`src/rtl/auction_ctrl.sv`:
```
// Sealed-bid auction controller: collects one bid per bidder, presents winner, top bid and price.
// Optional second-price mode enabled by defining AUCTION_CTRL_SECOND_PRICE_EN (default: first-price).
module auction_ctrl #(
    parameter int N = 2,
    parameter int W = 2
) (
    input  logic         clk,
    input  logic         rst,
    input  logic         start,
    input  logic         bid_valid,
    input  logic [W-1:0] bid_data,
    output logic         bid_ready,
    output logic         res_valid,
    input  logic         res_ready,
    output logic [N-1:0] winner,
    output logic [W-1:0] winning_bid,
    output logic [W-1:0] price,
    output logic         busy,
    output logic [1:0]   state_dbg
);

    localparam logic [1:0] IDLE    = 2'd0;
    localparam logic [1:0] COLLECT = 2'd1;
    localparam logic [1:0] DONE    = 2'd2;

    localparam logic [N-1:0] LAST_BIDDER = {N{1'b1}};

    logic [1:0]   state;
    logic [N-1:0] count;
    logic [W-1:0] max_bid;
    logic [N-1:0] winner_q;
`ifdef AUCTION_CTRL_SECOND_PRICE_EN
    logic [W-1:0] second_bid;
`endif

    // Handshakes: a bid transfers on a cycle with bid_valid && bid_ready, a result on
    // res_valid && res_ready; ready/valid outputs depend on state only, never on the peer's signal.
    assign bid_ready   = (state == COLLECT);
    assign res_valid   = (state == DONE);
    assign busy        = (state != IDLE);
    assign state_dbg   = state;
    assign winner      = winner_q;
    assign winning_bid = max_bid;
`ifdef AUCTION_CTRL_SECOND_PRICE_EN
    assign price       = second_bid;
`else
    assign price       = max_bid;
`endif

    always_ff @(posedge clk) begin
        if (rst) begin
            state    <= IDLE;
            count    <= '0;
            max_bid  <= '0;
            winner_q <= '0;
`ifdef AUCTION_CTRL_SECOND_PRICE_EN
            second_bid <= '0;
`endif
        end else begin
            case (state)
                IDLE: begin
                    if (start) begin
                        state    <= COLLECT;
                        count    <= '0;
                        max_bid  <= '0;
                        winner_q <= '0;
`ifdef AUCTION_CTRL_SECOND_PRICE_EN
                        second_bid <= '0;
`endif
                    end
                end
                COLLECT: begin
                    if (bid_valid) begin
                        count <= count + 1'b1;
                        // Strict compare keeps the lowest index on ties.
                        if (count == '0 || bid_data > max_bid) begin
                            max_bid  <= bid_data;
                            winner_q <= count;
`ifdef AUCTION_CTRL_SECOND_PRICE_EN
                            second_bid <= max_bid;
                        end else if (bid_data > second_bid) begin
                            second_bid <= bid_data;
`endif
                        end
                        if (count == LAST_BIDDER) begin
                            state <= DONE;
                        end
                    end
                end
                DONE: begin
                    if (res_ready) begin
                        state <= IDLE;
                    end
                end
                default: state <= IDLE;
            endcase
        end
    end

endmodule

```
`config.mk`:
```
export PLATFORM = sky130hd
export DESIGN_NAME = auction_ctrl
export DESIGN_NICKNAME = d
export VERILOG_FILES = /design/src/rtl/auction_ctrl.sv
export SDC_FILE = /design/constraint.sdc
export NUM_CORES = 1
export LEC_CHECK = 0
export CELL_PAD_IN_SITES_DETAIL_PLACEMENT = 0
export CELL_PAD_IN_SITES_GLOBAL_PLACEMENT = 1
export CORE_AREA = 2 2 39 41
export CTS_CLUSTER_SIZE = 12
export DETAILED_ROUTE_END_ITERATION = 10
export DIE_AREA = 0 0 41 43
export DONT_BUFFER_PORTS = 1
export PLACE_DENSITY_LB_ADDON = 0.1
export REMOVE_ABC_BUFFERS = 1
export SLEW_MARGIN = 20
export SYNTH_ARGS = -nofsm -noshare
export SYNTH_HDL_FRONTEND = slang
export SYNTH_SLANG_ARGS = --single-unit
export TNS_END_PERCENT = 1
```
`constraint.sdc`:
```
create_clock -name clk -period 4.33 [get_ports clk]
set_clock_uncertainty 0.2 [all_clocks]
set_input_delay 0.6495 -clock clk [delete_from_list [all_inputs] [get_ports clk]]
set_output_delay 0.6495 -clock clk [all_outputs]
set_load 0.005 [all_outputs]
```
# Yosys cells after proc, flatten, opt, wreduce, memory -nomap -nowiden
# Cells that the tools add are included.
[totals] in_bits=7 output_inout_bits=11 word_cells=36 reg_bits=8
[op_classes] n_reduce_logical=8 addsub=1 n_lt_le_gt_ge=1 n_eq_ne=8 muxes=14
[ops] operator="2-to-1 mux 2 bit" count=10
[ops] operator="one-hot mux 2 bit (2 select lines)" count=3
[ops] operator="AND reduction 4 bit" count=2
[ops] operator="inequality test 2 x 1 -> 1 bit (second input constant)" count=3
[ops] operator="one-hot mux 2 bit (3 select lines)" count=1
[ops] operator="== test 2 bit (second input constant)" count=2
[ops] operator="logical NOT 2 bit" count=2
[ops] operator="inequality test 2 bit (second input constant)" count=2
[ops] operator="nonzero test 2 bit" count=2
[ops] operator="AND reduction 3 bit" count=1
[ops] operator="adder 2 x 1 -> 2 bit (second input constant)" count=1
[ops] operator="== test 2 x 1 -> 1 bit (second input constant)" count=1
[ops] operator="> comparator 2 bit" count=1
[ops] operator="logical OR 1 bit" count=1

# Depth between registers and ports, before layout
[depth] depth_word=5 ltp_mapped=6 ltp_nobuf=6

# Least setup slack after synthesis
# No wires, ideal clock.
[synth_path] path_type="input -> register" from="input port bid_data[1]" to="register max_bid[0], in the netlist price[0]" arrival_time_ps=1640 cell_stages=5 n_path_buf=0 slack_ps=2373 setup_ps=117 t_required_ps=4013 path_cell_list="ha_1 nor2b_4 o31ai_2 nor3b_2 a22o_1"
[synth_via] elab_chain_len=4
[synth_rtl] element="from (decl)" line_no="11" rtl="input logic [W-1:0] bid_data,"
[synth_rtl] element="> comparator 2 bit" line_no="76" rtl="if (count == '0 || bid_data > max_bid) begin"
[synth_rtl] element="logical OR 1 bit" line_no="76"
[synth_rtl] element="inequality test 2 x 1 -> 1 bit (no line)"
[synth_rtl] element="AND reduction 4 bit (no line)"
[synth_rtl] element="to (signal assigned)" line_no="77" rtl="max_bid <= bid_data;"
[synth_rtl] element="to (decl)" line_no="30" rtl="logic [W-1:0] max_bid;"
# No other way between the ends.
# A chain may end at the register's enable or synchronous reset.

# Worst setup path after layout
[layout_path] from="register max_bid[1], in the netlist price[1]" to="register max_bid[1], in the netlist price[1]"
[layout_via] elab_chain_len=4
[layout_rtl] element="> comparator 2 bit" line_no="76"
[layout_rtl] element="logical OR 1 bit" line_no="76"
[layout_rtl] element="inequality test 2 x 1 -> 1 bit (no line)"
[layout_rtl] element="AND reduction 4 bit (no line)"
# No other way between the ends.

==> out/results.txt <==
The number of antenna violations at the first check in global routing came out at 0. The logs give 0 for the final-report setup violation count and 2280 ps for the worst slack after detailed placement. The first routing iteration left 2 violations.

In this run the critical register-to-register path is launched from price[1]. The netlist uses 21 different library cells. At the pin with the least slew margin, the transition time is 342 ps.

The logs give 2 for the detailed-router iteration count before antenna repair and 0 for the number of design rule violations left after detail routing. In this run the count of I/O pins placed on the die edge is 18. Summed over all nets, the switching power comes to 0.0364 mW. Dividing total power by cell area gives a power density of 308 nW/um2. During placement, the flow inserted port buffers numbering 0. The clock-pin transition on the worst setup and hold timing paths was 60 ps; the count of antenna diodes in the layout was 0. At the end of routability-driven placement, the weighted congestion stood at 0.658. Global routing finished with a remaining overflow of 0. Total global-route track usage: 13.2%. The total CTS buffers was 3. Among all flip-flop cells after synthesis, the most frequent one is sky130_fd_sc_hd__dfxtp_1. The area taken by multi-input logic gates is 270 um2, and the peak clock frequency supported by timing is 541 MHz.

The detailed-route wire length per cell is 14.3 um. In the synthesized netlist the async set-or-reset flop fraction comes to 0%. After clock tree synthesis, the flow added hold-fix buffers numbering 0.

Clock latency on the worst-skew pair, taken at its later pin, is 250 ps. In this run the vertical extent of the chip is 43 um. The largest fanout on the critical path is 4.

By area, the combinational part of the netlist is dominated by simple AND/OR/NAND/NOR gates. The simple-gate share of the synthesized area was 21.8%; the number of warning messages in the yosys log was 0. Setup repair after global routing left no endpoint under its margin. The maximum single-stage delay on the critical path was 410 ps; the share of Yosys cell area claimed by the top area cell type was 33.7%. The tool flagged a number of max-cap violations equal to 0. After detailed routing, the total wire length is 928 um. The combinational cell fraction of total power is 10.9%. The initial core utilization was 34.4%; the fraction of layout cells with a size suffix above 1 was 18.4%. The type of the worst setup path is reg -> reg. The sequential group share of total power is 51.9%. Cell type of the slowest stage on the worst timing path: sky130_fd_sc_hd__dfxtp_1. For this design, the sink count on the clock tree is 8. The number of global-route vias before repair was 353. Of the post-synthesis cell area, the part taken by muxes is 4.21%. The floorplan step defined a die boundary enclosing 1760 um2. Summing all flip-flop and latch instances after layout gives 160 um2. For the worst IR drop on VDD, the log shows 156 uV.

The number of flip-flops and latches in the synthesized netlist is 8. Post-synthesis compound-gate area fraction: 20.3%. In this run the core area contains 14 standard-cell rows. The via density per instance was 5.26; the final antenna-violating net count was 0. The setup slack of the critical path after layout came out at 2480 ps. In this run the worst setup path begins at price[1]. Traced cell by cell, the critical path runs through inv_1, ha_1, nor2b_4, o31ai_2, nor3b_2, a22o_1.

The clock passes through at most 2 buffers. The register-to-register path setup slack was 2480 ps. After floorplanning, the core was sized to cover 1380 um2.

Net switching is 23.9% of the power. The worst path in the final design needs a cycle of 1850 ps, including I/O delays and setup. The tools report the netlist area before placement as 475 um2.

Measured against its own limit, the worst slew margin works out to 77.2%. TritonCTS built the clock tree. Once the clock tree was built, the setup fixing pass inserted 0 buffers. The flow ran to the end, and the final reports show no timing, DRC or antenna violations. The critical path ends at price[1].

Yosys attributes the largest share of cell area to sky130_fd_sc_hd__dfxtp_1, sky130_fd_sc_hd__ha_1, sky130_fd_sc_hd__a22o_1, sky130_fd_sc_hd__nor2b_4, sky130_fd_sc_hd__buf_4. The number of enable flip-flop cells after synthesis is 0, and the clock network power share is 37.2%. The tools report the first-pass GRT wire length as 1550 um. After the last flow step, the layout net total stands at 62. The synthesized netlist devotes 0% of its cell area to XOR and XNOR gates. The biggest area consumer among synthesized cells was sky130_fd_sc_hd__dfxtp_1. The run gives 4270 ps as the required time at the endpoint of the critical path. The commonest cells after synthesis are sky130_fd_sc_hd__dfxtp_1, sky130_fd_sc_hd__inv_1, sky130_fd_sc_hd__nor2_1.

The startpoint of the lowest-slack hold path was rst. The count of final hold-check violations was 0. The kind of launch point of the worst setup path was a flop. The routed layout has 342 vias.

For the setup TNS after final layout, the log shows 0 ps. The final-report max-slew violation count is 0, and the width of the die is 41 um. The H-tree depth is 1. The run gives 1790 ps as the arrival time at the worst endpoint.

After clock tree synthesis, the repair step resized 0 gates. The internal power of the cells totals 0.116 mW. In the synthesized netlist, the number of instances is 49. The share of the yosys chip area belonging to registers was 33.7%; the final clock period utilization by the worst path was 42.7%.

Relative to the synthesized area, the layout overhead comes to 4.21%. Counting the fill cells in the layout gives 145. The run gives 11 as the pin count of the biggest net entering global routing. STA classifies the critical path endpoint as a flop. The leakage power summed over all cells is 0.215 nW. After synthesis, the mean cell area works out to 9.70 um2. The tree is rooted in a sky130_fd_sc_hd__clkbuf_4.

The number of cells on the worst reg-to-reg path is 6. By instance count, the leading cell after synthesis is sky130_fd_sc_hd__dfxtp_1. The path class of the tightest hold or removal check is in -> reg. In this run the critical register-to-register path is captured at price[1].

The synthesized netlist devotes 10.5% of its cell area to adder and majority cells.
-- area by class of cell --
cell class,instances,area share (%)
well taps,16,4.04
clock buffers,3,4.55
inverters,6,4.55
multi-input cells,32,54.5
flip-flops and latches,8,32.3
-- sequential cells by signal, indices dropped and copies added (netlist names) --
name	flops
count	2
price	2
winner	2
state_dbg	2
-- critical path: cells and delay by family (launching register included) --
family | cells | cell delay (ps)
and+or+nand+nor | 2 | 260
DFF | 1 | 410
adders and majority gates | 1 | 280
AOI/OAI and AO/OA | 2 | 520
buffers and inverters | 1 | 70
-- through the flow --
step	hold WS (ps)	area, um2	power [mW]	cells	utilization, %
after floorplan	266	453	0.0944	46	-
after global placement	295	473	0.0971	62	34.2
after detailed placement	298	473	0.0978	62	34.2
after CTS	248	495	0.158	65	35.8
after global routing	250	495	0.164	65	35.8
final	261	495	0.153	65	35.8
-- layer usage --
layer	vias to the layer above	GRT usage [%]	routed length, um
met1	163	14.7	376
met3	2	5.76	61
li1	169	-	-
met4	0	8.00	4
met5	-	0	0
met2	8	19.7	486
-- logic make-up after synthesis --
logic type,count (synthesis)
DFF,8
muxes,2
buffers and inverters,9
AOI/OAI and AO/OA,11
and+or+nand+nor,15
adders and majority gates,4
-- power by group through the flow --
stage | sequential [mW] | clock (mW) | combinational [mW]
2_1_floorplan | 0.0799 | 0 | 0.0145
3_3_place_gp | 0.0807 | 0 | 0.0163
3_5_place_dp | 0.0810 | 0 | 0.0168
4_1_cts | 0.0793 | 0.0615 | 0.0169
5_1_grt | 0.0795 | 0.0658 | 0.0187
6_report | 0.0792 | 0.0567 | 0.0166
-- how the worst min path moves through the flow --
stage                         endpoint  slack [ps]  cells after the start
after floorplan              winner[0]         270                      1
final                         count[0]         260                      1
after global placement       winner[1]         290                      1
after CTS                     count[0]         250                      1
after global routing      state_dbg[0]         250                      1
after detailed placement     winner[1]         300                      1
-- layout by cell type (no fill, tap or decap), types with 2 or more instances in the layout --
| master | n |
|---|---|
| sky130_fd_sc_hd__nor2b_1 | 2 |
| sky130_fd_sc_hd__a22o_1 | 4 |
| sky130_fd_sc_hd__inv_1 | 6 |
| sky130_fd_sc_hd__mux2i_1 | 2 |
| sky130_fd_sc_hd__nor2b_4 | 2 |
| sky130_fd_sc_hd__ha_1 | 4 |
| sky130_fd_sc_hd__dfxtp_1 | 8 |
| sky130_fd_sc_hd__clkbuf_4 | 3 |
| sky130_fd_sc_hd__a22oi_1 | 2 |
| sky130_fd_sc_hd__nor2_1 | 5 |
No activity file was read; power rests on OpenSTA's default activity.
